<file path="config.mk">
export PLATFORM = sky130hd
export DESIGN_NAME = program_loader
export DESIGN_NICKNAME = d
export VERILOG_FILES = /design/src/rtl/program_loader.sv
export SDC_FILE = /design/constraint.sdc
export NUM_CORES = 1
export LEC_CHECK = 0
export ABC_AREA = 1
export CAP_MARGIN = 25
export CORE_AREA = 8 8 92 77
export CTS_BUF_LIST = sky130_fd_sc_hd__clkbuf_4 sky130_fd_sc_hd__clkbuf_8 sky130_fd_sc_hd__clkbuf_16
export CTS_CLUSTER_DIAMETER = 40
export CTS_CLUSTER_SIZE = 20
export DETAILED_ROUTE_END_ITERATION = 12
export DIE_AREA = 0 0 100 85
export HOLD_SLACK_MARGIN = 0.05
export PLACE_DENSITY = 0.86
export SLEW_MARGIN = 40
export SYNTH_ARGS = -nofsm -noshare
export SYNTH_HDL_FRONTEND = slang
export SYNTH_SLANG_ARGS = --single-unit
export TNS_END_PERCENT = 30
</file>
<file path="constraint.sdc">
create_clock -name clk -period 4.5 [get_ports clk]
set_input_delay 0.675 -clock clk [delete_from_list [all_inputs] [get_ports clk]]
set_output_delay 0.675 -clock clk [all_outputs]
set_load 0.05 [all_outputs]
</file>
<file path="src/rtl/program_loader.sv">
// program_loader: boot-time sequencer that assembles 32-bit instruction words
// from a length-prefixed, MSB-first byte stream, writes them to program memory
// and holds the core until the whole image has been written.
module program_loader #(
    parameter int MEMORY_DEPTH = 32,
    parameter int DATA_WIDTH   = 32
) (
    input  logic                  clk,
    input  logic                  reset,
    input  logic                  Start,
    input  logic                  ByteValid,
    input  logic [7:0]            ByteData,
    output logic                  ByteReady,
    output logic                  WriteEnable,
    output logic [DATA_WIDTH-1:0] WriteAddress,
    output logic [DATA_WIDTH-1:0] WriteData,
    output logic                  CpuHold,
    output logic                  Done,
    output logic                  Error
);

    // Index/length width is just wide enough to hold MEMORY_DEPTH itself.
    localparam int IW = $clog2(MEMORY_DEPTH + 1);

    typedef enum logic [2:0] {
        S_IDLE,
        S_LEN,
        S_WORD,
        S_WRITE,
        S_DONE,
        S_ERROR
    } state_t;

    state_t                  state_q;
    logic [IW-1:0]           len_q;
    logic [IW-1:0]           idx_q;
    logic [1:0]              cnt_q;
    logic                    ready_q;
    logic                    we_q;
    logic [DATA_WIDTH-1:0]   addr_q;
    logic [DATA_WIDTH-1:0]   data_q;
    logic                    hold_q;
    logic                    done_q;
    logic                    error_q;

    logic                    xfer;
    logic                    len_bad;
    logic [IW-1:0]           idx_inc;

    // Handshake, length legality and next word index.
    assign xfer    = ByteValid && ready_q;
    assign len_bad = (ByteData == 8'd0) || (int'(ByteData) > MEMORY_DEPTH);
    assign idx_inc = idx_q + IW'(1);

    // Loader FSM; every output is a register updated alongside the state.
    always_ff @(posedge clk) begin
        if (reset) begin
            state_q <= S_IDLE;
            len_q   <= '0;
            idx_q   <= '0;
            cnt_q   <= '0;
            ready_q <= 1'b0;
            we_q    <= 1'b0;
            addr_q  <= '0;
            data_q  <= '0;
            hold_q  <= 1'b1;
            done_q  <= 1'b0;
            error_q <= 1'b0;
        end else begin
            // The write strobe is only ever a single-cycle pulse.
            we_q <= 1'b0;
            case (state_q)
                S_IDLE: begin
                    if (Start) begin
                        state_q <= S_LEN;
                        ready_q <= 1'b1;
                    end
                end
                S_LEN: begin
                    if (xfer) begin
                        if (len_bad) begin
                            state_q <= S_ERROR;
                            ready_q <= 1'b0;
                            error_q <= 1'b1;
                        end else begin
                            state_q <= S_WORD;
                            len_q   <= ByteData[IW-1:0];
                            idx_q   <= '0;
                            cnt_q   <= '0;
                        end
                    end
                end
                S_WORD: begin
                    if (xfer) begin
                        data_q <= {data_q[DATA_WIDTH-9:0], ByteData};
                        cnt_q  <= cnt_q + 2'd1;
                        // Fourth byte completes the word: stop accepting and strobe.
                        if (cnt_q == 2'd3) begin
                            state_q <= S_WRITE;
                            ready_q <= 1'b0;
                            we_q    <= 1'b1;
                            addr_q  <= DATA_WIDTH'({idx_q, 2'b00});
                        end
                    end
                end
                S_WRITE: begin
                    if (idx_inc == len_q) begin
                        state_q <= S_DONE;
                        done_q  <= 1'b1;
                        hold_q  <= 1'b0;
                    end else begin
                        state_q <= S_WORD;
                        idx_q   <= idx_inc;
                        ready_q <= 1'b1;
                    end
                end
                S_DONE, S_ERROR: begin
                    // A new load re-holds the core and clears both status flags.
                    if (Start) begin
                        state_q <= S_LEN;
                        ready_q <= 1'b1;
                        hold_q  <= 1'b1;
                        done_q  <= 1'b0;
                        error_q <= 1'b0;
                    end
                end
                default: begin
                    state_q <= S_IDLE;
                end
            endcase
        end
    end

    assign ByteReady    = ready_q;
    assign WriteEnable  = we_q;
    assign WriteAddress = addr_q;
    assign WriteData    = data_q;
    assign CpuHold      = hold_q;
    assign Done         = done_q;
    assign Error        = error_q;

endmodule
</file>
==> flow_metrics.env <==
export IMPL_via_count=2472
export IMPL_period_needed_ps=2680
export IMPL_crit_type="in -> reg"
export IMPL_wl_met3_um=637
export IMPL_clock_skew_ps=9.32
export IMPL_vias_per_cell=4.75
export IMPL_cts_htree_levels=3
export IMPL_io_buffer_count=54
export IMPL_cts_sinks=60
export IMPL_drv_cap=0
export IMPL_synth_seq_area_share_pct=43.7
export IMPL_setup_tns_ps=0
export IMPL_critPathLaunchType="input pin"
export IMPL_fmax_mhz=373
export IMPL_relSlewSlack_pct=52.8
export IMPL_met1_length_mm=2.98
export IMPL_hpwlAfterDp_mm=4.55
export IMPL_cts_tree="built"
export IMPL_holdPathStages=2
export IMPL_p_leak_uw=0.00151
export IMPL_synth_edf_count=0
export IMPL_yosysWarnings=0
export IMPL_p_int_uw=952
export IMPL_num_rows=25
export IMPL_fp_dieArea_mm2=0.00850
export IMPL_initial_utilization_pct=48.3
export IMPL_drc=0
export IMPL_seq_power_share_pct=42.0
export IMPL_worstSetupEndpointType="register"
export IMPL_antenna_found_initial=0
export IMPL_setup_ws_ps=1820
export IMPL_setup_viol=0
export IMPL_postSynthCellCount=387
export IMPL_cts_buffers=9
export IMPL_dp_slack_ps=1500
export IMPL_stdcell_count=520
export IMPL_clockRootBuffer="clkbuf_8"
export IMPL_arrival_ps=2940
export IMPL_sw_frac_of_total_pct=29.5
export IMPL_peakVddDrop_mv=0.177
export IMPL_grt_pass1_vias=2323
export IMPL_hold_path_class="reg -> reg"
export IMPL_numPlacedInstances=505
export IMPL_async_flop_share_pct=0
export IMPL_n_antenna_cell=0
export IMPL_pwr_share_comb_pct=17.3
export IMPL_insertion_delay_ps=340
export IMPL_wl_met2_mm=2.97
export IMPL_ys_ff_latch=60
export IMPL_dieHeight_um=85
export IMPL_clkTransAtPathRegs_ps=70
export IMPL_worst_slew_pin_slew_ps=708
export IMPL_synth_ff_type="dfxtp_1"
export IMPL_p_sw_uw=398
export IMPL_drive_above_1_share_pct=7.52
export IMPL_cts_buffer_depth=2
export IMPL_first_pass_iters=4
export IMPL_hold_viol=0
export IMPL_routed_top_layer="met4"
export IMPL_die_x_um=100
export IMPL_p_clk_share_pct=40.7
export IMPL_grtUsageTotal_pct=15.6
export IMPL_wl_per_cell_um=12.8
export IMPL_core_area_mm2=0.00569
export IMPL_worst_ep_required_time_ps=4760
export IMPL_rsz0062_at_grt="no"
export IMPL_hold_buffers=0
export IMPL_post_cts_buffers=0
export IMPL_grt_pass1_wl_mm=10.7
export IMPL_nNetsFinal=449
export IMPL_syn_area_mm2=0.00275
export IMPL_pin_count=81
export IMPL_routabilityCongestion=0.857
export IMPL_ys_types=25
export IMPL_power_density_mw_per_mm2=393
export IMPL_ff2ff_path_depth=8
export IMPL_status="finished, final reports clean"
export IMPL_cts_repair_resized=0
export IMPL_ant_nets=0
export IMPL_grt_overflow=0
export IMPL_grt_start_max_net_pins=53
export IMPL_area_growth_pct=25.0
export IMPL_finalMaxSlewViolations=0
export IMPL_synth_area_per_cell_um2=7.10
export IMPL_finalCritPeriodShare_pct=59.5
export IMPL_drt_initial_drc_count=102
export IMPL_drt_wl_total_mm=6.66
export IMPL_hold_ws_ps=474
export IMPL_cp_max_fo=36
[flip-flops by register name, indices dropped and copies added, names as in the netlist]
name	count
ByteReady	1
CpuHold	1
Done	1
Error	1
WriteAddress	6
WriteData	32
WriteEnable	1
cnt_q	2
idx_q	6
len_q	6
state_q	3
[cells in the final DEF, fill, tap and decap left out]
cell type,count
clkinv_2,1
nand3b_1,1
a21oi_1,22
nand3_1,27
nand2_1,53
ha_1,2
inv_2,3
bufinv_16,2
dfxtp_1,60
clkbuf_8,11
nand4_1,2
clkdlybuf4s50_1,54
nor2_1,84
nor2_4,1
conb_1,26
o21ai_1,1
nand3_2,2
o21bai_1,1
a31oi_1,1
o21ai_0,45
clkinvlp_4,1
o211ai_1,1
nor2_2,5
inv_1,26
nand2_2,7
[cells by family after synthesis]
group,count (synthesis),share of synthesized area [%]
other,1,0.136
buffers and inverters,71,13.8
AND/OR/NAND/NOR,182,28.2
flip-flops,60,43.7
adder cells (fa/ha/maj),2,0.911
AO/OA/AOI/OAI,71,13.2
[synth_stat cells, types with 5 or more instances]
cell type | instances | area [um^2]
nor2_2 | 5 | 31.3
nand3_1 | 27 | 135
buf_4 | 28 | 210
nor2_1 | 84 | 315
a21oi_1 | 22 | 110
clkbuf_1 | 11 | 41.3
nand2_1 | 53 | 199
nand2_2 | 7 | 43.8
dfxtp_1 | 60 | 1200
inv_1 | 27 | 101
o21ai_0 | 45 | 225
[stage by stage]
step | power (uW) | utilization [%] | instance area [um^2]
floorplan | 775 | - | 2840
global placement | 803 | 56.4 | 3210
detailed placement | 809 | 56.4 | 3210
CTS | 1360 | 60.4 | 3440
global route | 1400 | 60.4 | 3440
finish | 1350 | 60.4 | 3440
[power by group through the flow]
stage          clock [uW]  sequential [uW]  combinational [uW]
5_1_grt               579              570                 255
3_3_place_gp            0              578                 225
2_1_floorplan           0              608                 167
6_report              549              567                 234
3_5_place_dp            0              579                 230
4_1_cts               561              567                 232
[routing by layer]
| metal | track usage (%) | up-vias |
|---|---|---|
| met5 | 0 | - |
| met4 | 5.34 | 0 |
| met3 | 8.67 | 9 |
| met2 | 24.1 | 69 |
| met1 | 17.8 | 1120 |
| li1 | - | 1274 |
[area by class of cell]
cell class / instances / area [um^2]
fill: 544 / 2260
multi-input combinational: 281 / 1260
sequential: 60 / 1200
timing repair buffer: 54 / 541
clock buffer: 11 / 151
inverter: 29 / 109
tap: 81 / 101
clock inverter: 4 / 72.6
[critical path, cell delays in order]
cell and delay (ps):
clkdlybuf4s50_1 460, nand2_1 120, nor2_4 550, inv_2 410, nor2_2 420, o21ai_0 140
a21oi_1 160
[worst paths after layout]
check	from	slack, ps	to
max	ByteValid	1820	WriteAddress[5]
min	len_q[1]	470	len_q[1]
max reg2reg	state_q[1]	2060	WriteAddress[5]
min reg2reg	len_q[1]	470	len_q[1]
Note: power is estimated with default switching activity, not from simulation.
